[config.mk]
export PLATFORM = sky130hd
export DESIGN_NAME = alu_share_arb
export DESIGN_NICKNAME = d
export VERILOG_FILES = /design/src/rtl/alu_share_arb.sv
export SDC_FILE = /design/constraint.sdc
export NUM_CORES = 1
export LEC_CHECK = 0
export ABC_AREA = 1
export CELL_PAD_IN_SITES_DETAIL_PLACEMENT = 2
export CELL_PAD_IN_SITES_GLOBAL_PLACEMENT = 2
export CORE_MARGIN = 10
export CORE_UTILIZATION = 19
export DETAILED_ROUTE_END_ITERATION = 16
export GPL_ROUTABILITY_DRIVEN = 0
export PLACE_DENSITY = 0.74
export SYNTH_ARGS = -nofsm -noshare
export SYNTH_HDL_FRONTEND = slang
export SYNTH_SLANG_ARGS = --single-unit
[constraint.sdc]
create_clock -name clk -period 1.51 [get_ports clk]
set_clock_uncertainty 0.1 [all_clocks]
set_input_delay 0.3775 -clock clk [delete_from_list [all_inputs] [get_ports clk]]
set_output_delay 0.3775 -clock clk [all_outputs]
set_load 0.01 [all_outputs]
[src/rtl/alu_share_arb.sv]
// Two-requester round-robin front end for a single shared combinational ALU.
// Each operation runs grant -> EXEC (ALU sample) -> RESP (held until accepted).
module alu_share_arb (
    input  logic        clk,
    input  logic        rst_n,
    input  logic        req0_valid,
    output logic        req0_ready,
    input  logic [15:0] req0_x,
    input  logic [15:0] req0_y,
    input  logic [2:0]  req0_op,
    input  logic        req1_valid,
    output logic        req1_ready,
    input  logic [15:0] req1_x,
    input  logic [15:0] req1_y,
    input  logic [2:0]  req1_op,
    output logic [15:0] alu_x,
    output logic [15:0] alu_y,
    output logic [2:0]  alu_op,
    input  logic [15:0] alu_s,
    output logic        rsp_valid,
    input  logic        rsp_ready,
    output logic [15:0] rsp_data,
    output logic        rsp_id,
    output logic        rsp_err,
    output logic        busy
);

    localparam logic [1:0] ST_IDLE = 2'd0;
    localparam logic [1:0] ST_EXEC = 2'd1;
    localparam logic [1:0] ST_RESP = 2'd2;

    logic [1:0]  state_q, state_d;
    logic        ptr_q, ptr_d;
    logic [15:0] opx_q, opx_d;
    logic [15:0] opy_q, opy_d;
    logic [2:0]  opop_q, opop_d;
    logic        opid_q, opid_d;
    logic [15:0] rsp_data_q, rsp_data_d;
    logic        rsp_err_q, rsp_err_d;
    logic        gnt0, gnt1;

    function automatic logic op_illegal(input logic [2:0] op);
        return (op == 3'b011) || (op == 3'b100) || (op == 3'b101);
    endfunction

    // Grants are gated by rst_n so no ready can leak out while reset is held.
    always_comb begin
        gnt0 = rst_n && (state_q == ST_IDLE) && req0_valid && (!req1_valid || !ptr_q);
        gnt1 = rst_n && (state_q == ST_IDLE) && req1_valid && (!req0_valid ||  ptr_q);
    end

    always_comb begin
        state_d    = state_q;
        ptr_d      = ptr_q;
        opx_d      = opx_q;
        opy_d      = opy_q;
        opop_d     = opop_q;
        opid_d     = opid_q;
        rsp_data_d = rsp_data_q;
        rsp_err_d  = rsp_err_q;
        case (state_q)
            ST_IDLE: begin
                if (gnt0) begin
                    opx_d   = req0_x;
                    opy_d   = req0_y;
                    opop_d  = req0_op;
                    opid_d  = 1'b0;
                    state_d = ST_EXEC;
                end else if (gnt1) begin
                    opx_d   = req1_x;
                    opy_d   = req1_y;
                    opop_d  = req1_op;
                    opid_d  = 1'b1;
                    state_d = ST_EXEC;
                end
            end
            ST_EXEC: begin
                rsp_err_d  = op_illegal(opop_q);
                rsp_data_d = op_illegal(opop_q) ? 16'h0000 : alu_s;
                state_d    = ST_RESP;
            end
            ST_RESP: begin
                // The requester that was just served drops to lower priority.
                if (rsp_ready) begin
                    ptr_d   = ~opid_q;
                    state_d = ST_IDLE;
                end
            end
            default: state_d = ST_IDLE;
        endcase
    end

    always_ff @(posedge clk or negedge rst_n) begin
        if (!rst_n) begin
            state_q    <= ST_IDLE;
            ptr_q      <= 1'b0;
            opx_q      <= 16'h0000;
            opy_q      <= 16'h0000;
            opop_q     <= 3'b000;
            opid_q     <= 1'b0;
            rsp_data_q <= 16'h0000;
            rsp_err_q  <= 1'b0;
        end else begin
            state_q    <= state_d;
            ptr_q      <= ptr_d;
            opx_q      <= opx_d;
            opy_q      <= opy_d;
            opop_q     <= opop_d;
            opid_q     <= opid_d;
            rsp_data_q <= rsp_data_d;
            rsp_err_q  <= rsp_err_d;
        end
    end

    assign req0_ready = gnt0;
    assign req1_ready = gnt1;
    assign alu_x      = opx_q;
    assign alu_y      = opy_q;
    assign alu_op     = opop_q;
    assign rsp_valid  = (state_q == ST_RESP);
    assign rsp_data   = rsp_data_q;
    assign rsp_id     = opid_q;
    assign rsp_err    = rsp_err_q;
    assign busy       = (state_q != ST_IDLE);

endmodule

==> out/summary.txt <==
Status - finished, violations left
Failing checks - setup timing
Top_reg_cell synth - dfrtp_1
CP peak stage delay - 420 ps
Total grt overflow - 0
Hold WC Path Type - in -> async
Number of remaining DRC errors - 0
Cell Count Post-Placement - 692
Ranking of synthesized cells by area - dfrtp_1, nand2_1, nand3_1
Ys Warns - 0
Fmax - 562 MHz
Die ar. - 0.0204 mm²
Fin. max-slew vios - 0
Sequential area share after synthesis - 48.8%
Ys async rst share - 100%
Largest area contributor in the netlist - dfrtp_1
Critical-path cell list - nor2_4 > nand4_1 > buf_6 > inv_4 > buf_6
Synth top area share - 48.8%
Clock buffer depth - 2
Rows - 44
R2r setup slk - -200 ps
CP max-delay cell - dfrtp_1
Die Ht - 143 µm
RSZ-0062 raised after global routing - yes
Post-CTS Hold Fix Bufs - 0
Cell mode on critical path - buf_6
Dpl hpwl - 9.51 mm
Ratio of cells with drive above 1 in the final layout - 23.8%
Max_cap viols - 0
Initial antenna violation count - 1
Worst VDD drop - 0.470 mV
Seq cells post-synth - 56
Post-synth top cells - nand2_1, nand3_1, dfrtp_1
Fin util - 38.1%
Number of unique standard cell types used by synthesis - 21
Final hold violations - 0
Final Non-Filler Cells - 730
Clock transition at path regs - 70 ps
Port Buffers - 147
EDFF count, synth - 0
Critical Path AT - 1300 ps
Period utilization - 118%
Vias per cell - 4.34
Ports - 148
CTS buffer count - 5
Final nets - 636
Pleak - 0.00278 µW
Syn avg cell area - 7.89 µm²
Crit path time final - 1780 ps
Starting density of the core - 19.6%
Clk sinks - 56
Post-route ant nets - 0
Diode count - 0
Drt wl/cell - 19.2 µm
RR Startpoint - state_q[1]
FF-to-FF path depth - 10
Drt first pass iters - 4
Vias in the first global route - 3727
Worst-path maximum fanout - 3
Total Wirelength - 14.0 mm
Count leader, synth - nand2_1
Final setup vio count - 43
Worst-Margin Slew - 746 ps
Clock Root Buffer - clkbuf_16
Die W - 143 µm
Mapped Cells - 364
H-tree levels - 2
Mapped Nets - 455
DRT iter0 DRCs - 84
Worst slew margin relative to its limit - 50.3%
Crit path from - state_q[1]
First-pass GRT wire length - 21.9 mm
Critical Path RT - 1030 ps
Core area - 0.0146 mm²
Worst Setup End Kind - output port
DR vias - 3170
CTS tree - yes
Tot GR Track Use - 13.8%
P per Cell Area - 1520 mW/mm²
Setup CP Type - reg -> out
Layout Area Growth over Synthesis - 94.6%
Setup TNS - -7170 ps
Cell area after synthesis - 0.00287 mm²
Largest net degree at the start of global routing - 57
Pwr Total - 8500 µW
Final setup margin - -271 ps
Startpoint Class - flip-flop
Clock latency on the worst-skew pair - 290 ps
## cells in the final DEF (no fill, tap or decap), types with 2 or more instances in the layout
cell type | synthesis | layout
buf_2 | 13 | 3
buf_6 | 1 | 10
inv_1 | 41 | 39
nand2_2 | 2 | 13
buf_8 | 0 | 2
buf_4 | 3 | 19
dfrtp_1 | 56 | 56
nor2_4 | 1 | 3
o21ai_0 | 3 | 3
clkdlybuf4s15_1 | 0 | 11
clkinv_2 | 0 | 2
clkbuf_16 | 0 | 5
nand3_4 | 0 | 4
dlygate4sd2_1 | 0 | 41
clkbuf_2 | 0 | 2
o21bai_1 | 35 | 35
bufbuf_16 | 0 | 3
nand3_2 | 0 | 32
nand2_4 | 1 | 10
buf_12 | 0 | 11
inv_4 | 0 | 2
nand3_1 | 70 | 34
nand2_1 | 127 | 107
clkdlybuf4s50_1 | 0 | 87
buf_16 | 0 | 5
## path summary, 6_finish.rpt
path,end
setup / recovery,req1_ready
hold / removal,alu_y[4]
setup reg to reg,alu_x[4]
hold reg to reg,rsp_data[7]
max in group asynchronous,alu_x[5]
min in group clk,rsp_data[7]
## repair_timing
| item | in CTS | in global routing |
|---|---|---|
| hold endpoints to repair | 0 | 0 |
| setup buffers | 18 | 6 |
| pin swaps | 29 | 8 |
| gates cloned | 9 | 0 |
| setup endpoints to repair | 111 | 69 |
| resized for setup | 159 | 40 |
## kinds of logic after synthesis
logic type | count (synthesis) | share of synthesized area, %
buffers and inverters | 62 | 9.33
DFF | 56 | 48.8
and+or+nand+nor | 206 | 31.4
AOI/OAI and AO/OA | 40 | 10.4
## stage by stage
step | hold slack [ps] | area, µm² | worst slack [ps]
after global placement | 360 | 4640 | -804
after CTS | 257 | 5450 | -254
after detailed placement | 368 | 4640 | -834
final | 220 | 5580 | -271
after floorplan | -18.1 | 2880 | -79.0
after global routing | 287 | 5580 | -332
## worst max-delay path: cells and delay by family (launching register included)
| family | cells | cell delay, ps |
|---|---|---|
| buf+inv | 3 | 300 |
| flops | 1 | 420 |
| simple gates | 2 | 300 |
## flip-flops by register name, summed over array words and instances, names as in the netlist
name	cells
rsp_id	1
rsp_data	16
state_q	2
rsp_err	1
alu_op	3
alu_y	16
alu_x	16
ptr_q	1
## report_power, final
| part | internal (µW) | total [µW] | switching, µW |
|---|---|---|---|
| Clock | 656 | 1200 | 541 |
| Combinational | 2340 | 4640 | 2290 |
| Sequential | 2180 | 2670 | 484 |
## per-layer routing
metal  global-route usage [%]  part of all wire (%)  vias to the layer above
li1                         -                     -                     1520
met1                     16.2                    42                     1556
met2                     24.6                    51                       84
met3                     3.95                   5.8                        8
met4                     2.28                  0.63                        2
met5                        0                 0.093                        -
## layout make-up
class	count	area [µm²]
fill	1608	9060
timing repair buffer	194	2110
multi-input combinational	246	1520
sequential	56	1400
tap	184	230
inverter	42	179
clock buffer	6	139
clock inverter	2	10.0
No activity file was read; power rests on OpenSTA's default activity.
